--- src/rtl/hazard_pkg.sv ---
// Shared types and constants for the RV32 pipeline hazard controller.
// The forwarding rule lives here so that operand A and operand B use one definition.
package hazard_pkg;

    localparam logic [2:0] RES_MEM = 3'b001;

    typedef enum logic [1:0] {
        FWD_RF = 2'b00,
        FWD_W  = 2'b01,
        FWD_M  = 2'b10
    } fwd_sel_e;

    typedef enum logic {
        IDLE     = 1'b0,
        MEM_WAIT = 1'b1
    } mem_state_e;

    // The M stage is younger than W, so it wins; x0 is hard-wired and never forwarded.
    function automatic fwd_sel_e fwd_select(
        input logic [4:0] rs,
        input logic       reg_write_m,
        input logic [4:0] rd_m,
        input logic       reg_write_w,
        input logic [4:0] rd_w
    );
        if (reg_write_m && (rd_m != 5'd0) && (rd_m == rs))
            return FWD_M;
        else if (reg_write_w && (rd_w != 5'd0) && (rd_w == rs))
            return FWD_W;
        else
            return FWD_RF;
    endfunction

endpackage

--- src/rtl/sat_counter.sv ---
// Saturating up-counter used for the stall and flush performance counters.
// Once all ones it holds its value until reset.
module sat_counter #(
    parameter int W = 32
) (
    input  logic         CLK,
    input  logic         RST,
    input  logic         inc,
    output logic [W-1:0] q
);

    // NOTE: sequential state is always written with non-blocking assignments.
    always_ff @(posedge CLK or posedge RST) begin
        if (RST)
            q <= '0;
        else if (inc && (q != '1))
            q <= q + W'(1);
    end

endmodule

--- src/rtl/pipeline_hazard_ctrl.sv ---
// Hazard/sequencing controller for the 5-stage RV32 pipeline: stall/flush control,
// E-stage operand forwarding, data-memory wait FSM with timeout watchdog and perf counters.
module pipeline_hazard_ctrl
    import hazard_pkg::*;
#(
    parameter int TIMEOUT = 256,
    parameter int CNT_W   = 32
) (
    input  logic             CLK,
    input  logic             RST,
    input  logic [4:0]       Rs1D,
    input  logic [4:0]       Rs2D,
    input  logic [4:0]       Rs1E,
    input  logic [4:0]       Rs2E,
    input  logic [4:0]       RdE,
    input  logic [4:0]       RdM,
    input  logic [4:0]       RdW,
    input  logic [2:0]       ResultSrcE,
    input  logic             RegWriteM,
    input  logic             RegWriteW,
    input  logic             PCSrcE,
    input  logic             MemReqM,
    input  logic             MemReadyM,
    output logic             StallF,
    output logic             StallD,
    output logic             StallE,
    output logic             StallM,
    output logic             FlushD,
    output logic             FlushE,
    output logic             FlushW,
    output logic [1:0]       ForwardAE,
    output logic [1:0]       ForwardBE,
    output logic             MemErr,
    output logic [CNT_W-1:0] StallCnt,
    output logic [CNT_W-1:0] FlushCnt
);

    localparam int              WD_W       = $clog2(TIMEOUT + 1);
    localparam logic [WD_W-1:0] WD_TIMEOUT = WD_W'(TIMEOUT);

    mem_state_e      r_state;
    logic [WD_W-1:0] r_wd_cnt;
    logic            r_mem_err;

    logic w_mem_stall;
    logic w_lw_stall;
    logic w_branch_flush;

    assign w_mem_stall = (r_state == IDLE) ? (MemReqM && !MemReadyM) : !MemReadyM;
    assign w_lw_stall  = (ResultSrcE == RES_MEM) && (RdE != 5'd0) &&
                         ((RdE == Rs1D) || (RdE == Rs2D));

    // NOTE: every signal driven here gets a default first so no latch is inferred.
    always_comb begin
        StallF         = 1'b0;
        StallD         = 1'b0;
        StallE         = 1'b0;
        StallM         = 1'b0;
        FlushD         = 1'b0;
        FlushE         = 1'b0;
        FlushW         = 1'b0;
        ForwardAE      = FWD_RF;
        ForwardBE      = FWD_RF;
        w_branch_flush = 1'b0;
        if (!RST) begin
            ForwardAE = fwd_select(Rs1E, RegWriteM, RdM, RegWriteW, RdW);
            ForwardBE = fwd_select(Rs2E, RegWriteM, RdM, RegWriteW, RdW);
            // Frozen E keeps PCSrcE/lwStall alive, so they are simply re-evaluated after the memory stall.
            if (w_mem_stall) begin
                StallF = 1'b1;
                StallD = 1'b1;
                StallE = 1'b1;
                StallM = 1'b1;
                FlushW = 1'b1;
            end else if (PCSrcE) begin
                FlushD         = 1'b1;
                FlushE         = 1'b1;
                w_branch_flush = 1'b1;
            end else if (w_lw_stall) begin
                StallF = 1'b1;
                StallD = 1'b1;
                FlushE = 1'b1;
            end
        end
    end

    // Watchdog counts MEM_WAIT cycles and parks at TIMEOUT; the FSM itself keeps waiting.
    always_ff @(posedge CLK or posedge RST) begin
        if (RST) begin
            r_state   <= IDLE;
            r_wd_cnt  <= '0;
            r_mem_err <= 1'b0;
        end else begin
            case (r_state)
                IDLE: begin
                    r_wd_cnt <= '0;
                    if (MemReqM && !MemReadyM)
                        r_state <= MEM_WAIT;
                end
                MEM_WAIT: begin
                    if (r_wd_cnt != WD_TIMEOUT)
                        r_wd_cnt <= r_wd_cnt + WD_W'(1);
                    if ((r_wd_cnt + WD_W'(1)) == WD_TIMEOUT)
                        r_mem_err <= 1'b1;
                    if (MemReadyM)
                        r_state <= IDLE;
                end
                default: r_state <= IDLE;
            endcase
        end
    end

    assign MemErr = r_mem_err;

    sat_counter #(.W(CNT_W)) u_stall_cnt (
        .CLK (CLK),
        .RST (RST),
        .inc (StallF),
        .q   (StallCnt)
    );

    sat_counter #(.W(CNT_W)) u_flush_cnt (
        .CLK (CLK),
        .RST (RST),
        .inc (w_branch_flush),
        .q   (FlushCnt)
    );

endmodule

--- config.mk ---
export PLATFORM = sky130hd
export DESIGN_NAME = pipeline_hazard_ctrl
export DESIGN_NICKNAME = d
export VERILOG_FILES = /design/src/rtl/hazard_pkg.sv /design/src/rtl/sat_counter.sv /design/src/rtl/pipeline_hazard_ctrl.sv
export SDC_FILE = /design/constraint.sdc
export NUM_CORES = 1
export LEC_CHECK = 0
export BUFFER_PORTS_ARGS = -buffer_cell sky130_fd_sc_hd__buf_2
export CORE_MARGIN = 3
export CORE_UTILIZATION = 39
export CTS_CLUSTER_DIAMETER = 80
export CTS_CLUSTER_SIZE = 28
export DETAILED_ROUTE_END_ITERATION = 7
export RECOVER_POWER = 50
export SETUP_SLACK_MARGIN = 0.3
export SLEW_MARGIN = 10
export SYNTH_ARGS = -nofsm -noshare
export SYNTH_HDL_FRONTEND = slang
export SYNTH_SLANG_ARGS = --single-unit
--- constraint.sdc ---
create_clock -name CLK -period 5.85 [get_ports CLK]
set_input_delay 0.2925 -clock CLK [delete_from_list [all_inputs] [get_ports CLK]]
set_output_delay 0.2925 -clock CLK [all_outputs]
set_load 0.03 [all_outputs]
==> flow_results.xml <==
<?xml version="1.0" encoding="UTF-8"?>
<metrics>
  <group name="run_status">
    <metric name="status" unit="">complete, but fails checks</metric>
    <metric name="failed_checks" unit="">max-capacitance violations, max-slew violations</metric>
  </group>
  <group name="clock_tree">
    <metric name="tritoncts.num_buffers" unit="">9</metric>
    <metric name="cts-root-buf" unit="">sky130_fd_sc_hd__clkbuf_8</metric>
    <metric name="post_cts_resize_count" unit="">0</metric>
    <metric name="clkLatencyLatePin" unit="ns">0.35</metric>
    <metric name="post_cts_buffers" unit="">0</metric>
    <metric name="cts_sinks" unit="">75</metric>
    <metric name="clock_path_buffers" unit="">2</metric>
    <metric name="clk_pin_slew_worst_paths" unit="ns">0.07</metric>
    <metric name="post_cts_hold_buffers" unit="">0</metric>
    <metric name="tritoncts" unit="">done</metric>
    <metric name="htree_num_levels" unit="">3</metric>
  </group>
  <group name="flow_run">
    <metric name="cap_viol_max_count" unit="">1</metric>
  </group>
  <group name="setup_path">
    <metric name="worstSetupStartpointType" unit="">primary input</metric>
    <metric name="critical_path_class" unit="">in2out</metric>
    <metric name="cp_num_buf_inv" unit="">3</metric>
    <metric name="cell_chain_of_the_critical_path" unit="">clkbuf_1 &gt; inv_1 &gt; o211ai_1 &gt; or4_1 &gt; nor4_1 &gt; buf_2</metric>
    <metric name="worst_path_largest_cell_delay" unit="ns">1.06</metric>
    <metric name="cp_max_fo" unit="">39</metric>
    <metric name="critical-path-top-delay-family" unit="">buffers and inverters</metric>
    <metric name="r2r_slack" unit="ns">3.58</metric>
    <metric name="timing.critical_path.arrival" unit="ns">2.76</metric>
    <metric name="worstSetupEndpointType" unit="">output pin</metric>
    <metric name="reg2regPathDepth" unit="">7</metric>
    <metric name="critPathSlowestCell" unit="">sky130_fd_sc_hd__inv_1</metric>
    <metric name="worstPathRequired" unit="ns">5.56</metric>
    <metric name="crit-reg2reg-launch" unit="">u_flush_cnt.q[5]$_DFFE_PP0P_</metric>
    <metric name="crit-reg2reg-capture" unit="">u_flush_cnt.q[11]$_DFFE_PP0P_</metric>
  </group>
  <group name="detailed_routing">
    <metric name="postRouteWirelength" unit="mm">9.52</metric>
    <metric name="drt_first_pass_iters" unit="">4</metric>
    <metric name="remaining_drc_errors" unit="">0</metric>
    <metric name="overall_via_count_from_detail_route" unit="">3346</metric>
    <metric name="drtAntennaViolNets" unit="">0</metric>
    <metric name="route.detailed.wl_per_inst" unit="µm">14.4</metric>
    <metric name="first_iter_violations" unit="">136</metric>
    <metric name="detail_route.vias_per_cell" unit="">5.06</metric>
  </group>
  <group name="yosys">
    <metric name="post_synth_instance_area" unit="mm²">0.00402</metric>
    <metric name="post_synth.cell_area_avg" unit="µm²">10.1</metric>
    <metric name="yosysSeqAreaShare" unit="">0.467</metric>
    <metric name="synth_most_common_cell" unit="">sky130_fd_sc_hd__dfrtp_1</metric>
    <metric name="syn_inst" unit="">398</metric>
    <metric name="synth-seq-cells" unit="">75</metric>
    <metric name="synth_top_flop_cell" unit="">sky130_fd_sc_hd__dfrtp_1</metric>
    <metric name="synth.largest_area_cell" unit="">sky130_fd_sc_hd__dfrtp_1</metric>
    <metric name="netlist.area_leader.share" unit="">0.467</metric>
    <metric name="synth_enable_flop_cells" unit="">0</metric>
    <metric name="ys.warnings.count" unit="">0</metric>
    <metric name="synth.top_cells.by_area" unit="">sky130_fd_sc_hd__dfrtp_1, sky130_fd_sc_hd__xnor2_1, sky130_fd_sc_hd__xor2_1, sky130_fd_sc_hd__nand3_1, sky130_fd_sc_hd__nand4_1</metric>
    <metric name="synth_fp_nets" unit="">448</metric>
    <metric name="yosys-top-cells-count" unit="">sky130_fd_sc_hd__dfrtp_1, sky130_fd_sc_hd__xnor2_1, sky130_fd_sc_hd__nand2_1</metric>
    <metric name="synth_cell_types" unit="">39</metric>
    <metric name="synth-async-reset-ratio" unit="">1.00</metric>
  </group>
  <group name="placed_design">
    <metric name="routabilityCongestion" unit="">0.863</metric>
    <metric name="post_dp_cell_area" unit="mm²">0.00475</metric>
    <metric name="buffer_ports.inserted" unit="">120</metric>
    <metric name="place_hpwl" unit="mm">7.44</metric>
    <metric name="placed_cells" unit="">645</metric>
  </group>
  <group name="layout">
    <metric name="diodes" unit="">0</metric>
    <metric name="layout-area-overhead-vs-synth" unit="%">21.4</metric>
    <metric name="design_area" unit="mm²">0.00488</metric>
    <metric name="num-nets-final" unit="">573</metric>
    <metric name="area_of_the_multi_input_gates" unit="mm²">0.00205</metric>
    <metric name="layoutNonFillerInstCount" unit="">661</metric>
    <metric name="drive_above_1_share" unit="">0.163</metric>
    <metric name="area.sequential" unit="mm²">0.00188</metric>
    <metric name="num-fill-cells" unit="">1032</metric>
    <metric name="layout.core_utilization" unit="">0.493</metric>
  </group>
  <group name="worst_hold_path">
    <metric name="min_path_type" unit="">in2reg</metric>
    <metric name="timing.hold.worst_path_depth" unit="">3</metric>
    <metric name="hold-path-endpoint" unit="">r_state$_DFF_PP0_</metric>
    <metric name="holdCritStartpoint" unit="">MemReadyM</metric>
  </group>
  <group name="grt">
    <metric name="grt_first_pass_wirelength" unit="mm">16.1</metric>
    <metric name="leftover_overflow_at_the_end_of_global_routing" unit="">0</metric>
    <metric name="initial_antenna_violation_count" unit="">0</metric>
    <metric name="grt_pass1_vias" unit="">3240</metric>
    <metric name="pin_count_of_the_biggest_net_entering_global_routing" unit="">40</metric>
    <metric name="global_route.usage.total" unit="">0.173</metric>
  </group>
  <group name="sta">
    <metric name="report.final.slew_viol_count" unit="">40</metric>
    <metric name="hold_violations" unit="">0</metric>
    <metric name="timing.fmax" unit="MHz">327</metric>
    <metric name="tightest_slew" unit="ns">2.05</metric>
    <metric name="fin_crit_share" unit="">0.522</metric>
    <metric name="unrepaired_setup_endpoints_after_global_routing" unit="">false</metric>
    <metric name="setup_violations" unit="">0</metric>
    <metric name="worst_slew_slack_as_a_fraction_of_its_limit" unit="">-0.363</metric>
    <metric name="worst_clock_skew" unit="ns">0.0139</metric>
    <metric name="finalWorstPathRequiredPeriod" unit="ns">3.06</metric>
    <metric name="fin_setup_tns" unit="ns">0</metric>
  </group>
  <group name="floorplan">
    <metric name="initial_cell_density_of_the_core" unit="">0.406</metric>
    <metric name="core-area" unit="mm²">0.00991</metric>
    <metric name="floorplan.rows" unit="">36</metric>
    <metric name="fp.dieArea" unit="mm²">0.0116</metric>
    <metric name="die_h" unit="µm">108</metric>
    <metric name="dieWidth" unit="µm">108</metric>
    <metric name="top_level_port_count" unit="">121</metric>
  </group>
  <group name="pwr">
    <metric name="vdd.ir_drop.worst" unit="mV">0.105</metric>
    <metric name="cellLeakagePower" unit="nW">2.18</metric>
    <metric name="power" unit="mW">1.29</metric>
    <metric name="power-per-cell-area" unit="mW/mm²">264</metric>
  </group>
</metrics>
==> registers in the layout, summed over array words and instances, names as in the netlist <==
name and flops:
u_flush_cnt.q 32, u_stall_cnt.q 32, r_wd_cnt 9, MemErr 1, r_state 1
==> cell type report <==
type / instances / share of cell area
multi-input cells: 305 / 0.421
flip-flops and latches: 75 / 0.384
repair buffers: 121 / 0.108
well taps: 133 / 0.0341
clock buffers: 12 / 0.0297
clock inverters: 4 / 0.0151
inverters: 11 / 0.00846
==> per-stage QoR <==
| stage | setup slack, ns | hold slack (ns) |
|---|---|---|
| global placement | 3.28 | 0.474 |
| detailed placement | 3.27 | 0.453 |
| finish | 2.79 | 0.277 |
| global route | 2.09 | 0.290 |
| CTS | 3.26 | 0.166 |
| floorplan | 1.93 | 0.493 |
==> cell usage in the layout (no fill, tap or decap), types with 2 or more instances in the layout <==
| cell | synthesis | final |
|---|---|---|
| sky130_fd_sc_hd__dfrtp_1 | 75 | 75 |
| sky130_fd_sc_hd__xnor2_1 | 71 | 71 |
| sky130_fd_sc_hd__clkbuf_1 | 1 | 66 |
| sky130_fd_sc_hd__buf_2 | 1 | 57 |
| sky130_fd_sc_hd__nand2_1 | 36 | 36 |
| sky130_fd_sc_hd__nand3_1 | 32 | 32 |
| sky130_fd_sc_hd__xor2_1 | 28 | 28 |
| sky130_fd_sc_hd__nor2_1 | 25 | 25 |
| sky130_fd_sc_hd__nand4_1 | 24 | 24 |
| sky130_fd_sc_hd__nor3_1 | 15 | 15 |
| sky130_fd_sc_hd__and3_1 | 14 | 14 |
| sky130_fd_sc_hd__inv_1 | 11 | 11 |
| sky130_fd_sc_hd__clkbuf_8 | 0 | 10 |
| sky130_fd_sc_hd__nor4_1 | 9 | 9 |
| sky130_fd_sc_hd__and2_1 | 6 | 6 |
| sky130_fd_sc_hd__o21ai_0 | 5 | 5 |
| sky130_fd_sc_hd__ha_1 | 5 | 5 |
| sky130_fd_sc_hd__or4_1 | 4 | 4 |
| sky130_fd_sc_hd__nor2_2 | 4 | 4 |
| sky130_fd_sc_hd__or3_1 | 2 | 2 |
| sky130_fd_sc_hd__and4_1 | 2 | 2 |
| sky130_fd_sc_hd__nand4_2 | 2 | 2 |
| sky130_fd_sc_hd__or2_2 | 2 | 2 |
| sky130_fd_sc_hd__a21oi_1 | 2 | 2 |
| sky130_fd_sc_hd__mux2_2 | 2 | 2 |
| sky130_fd_sc_hd__a41o_1 | 2 | 2 |
| sky130_fd_sc_hd__o211ai_1 | 2 | 2 |
| sky130_fd_sc_hd__bufinv_16 | 0 | 2 |
==> worst register-to-register path, cell delays in order (launching register included) <==
cell,delay (ns)
sky130_fd_sc_hd__dfrtp_1,0.47
sky130_fd_sc_hd__nand4_2,0.20
sky130_fd_sc_hd__nor3_1,0.46
sky130_fd_sc_hd__nand3_1,0.23
sky130_fd_sc_hd__inv_1,0.14
sky130_fd_sc_hd__a41o_1,0.37
sky130_fd_sc_hd__nor3_1,0.11
sky130_fd_sc_hd__xor2_1,0.15
==> metal layers <==
layer	vias to the layer above	wire, µm	GRT usage	part of all wire
li1	1626	-	-	-
met3	21	507	0.0378	0.053
met5	-	0	0	0
met1	1605	4280	0.238	0.45
met4	0	218	0.0586	0.023
met2	94	4510	0.271	0.47
==> where the power goes <==
| group | internal, mW | switching (mW) |
|---|---|---|
| combinational | 0.0787 | 0.162 |
| clock | 0.253 | 0.190 |
| sequential | 0.553 | 0.0500 |
==> worst max path at each step <==
stage	from	end	depth (start not counted)
floorplan	RST	ForwardBE[0]	4
global placement	RST	ForwardBE[0]	6
detailed placement	RST	ForwardBE[0]	6
CTS	RST	ForwardBE[0]	6
global route	RST	u_stall_cnt.q[25]$_DFFE_PP0P_	3
finish	RST	ForwardBE[0]	6
==> kinds of logic after synthesis <==
group | count (synthesis) | share of synthesized area
buffers and inverters | 18 | 0.0227
and+or+nand+nor | 183 | 0.245
xor gates and xnor gates | 99 | 0.216
DFF | 75 | 0.467
AOI/OAI and AO/OA | 16 | 0.0292
muxes | 2 | 0.00560
adders and majority gates | 5 | 0.0156
Note: power is estimated with default switching activity, not from simulation.
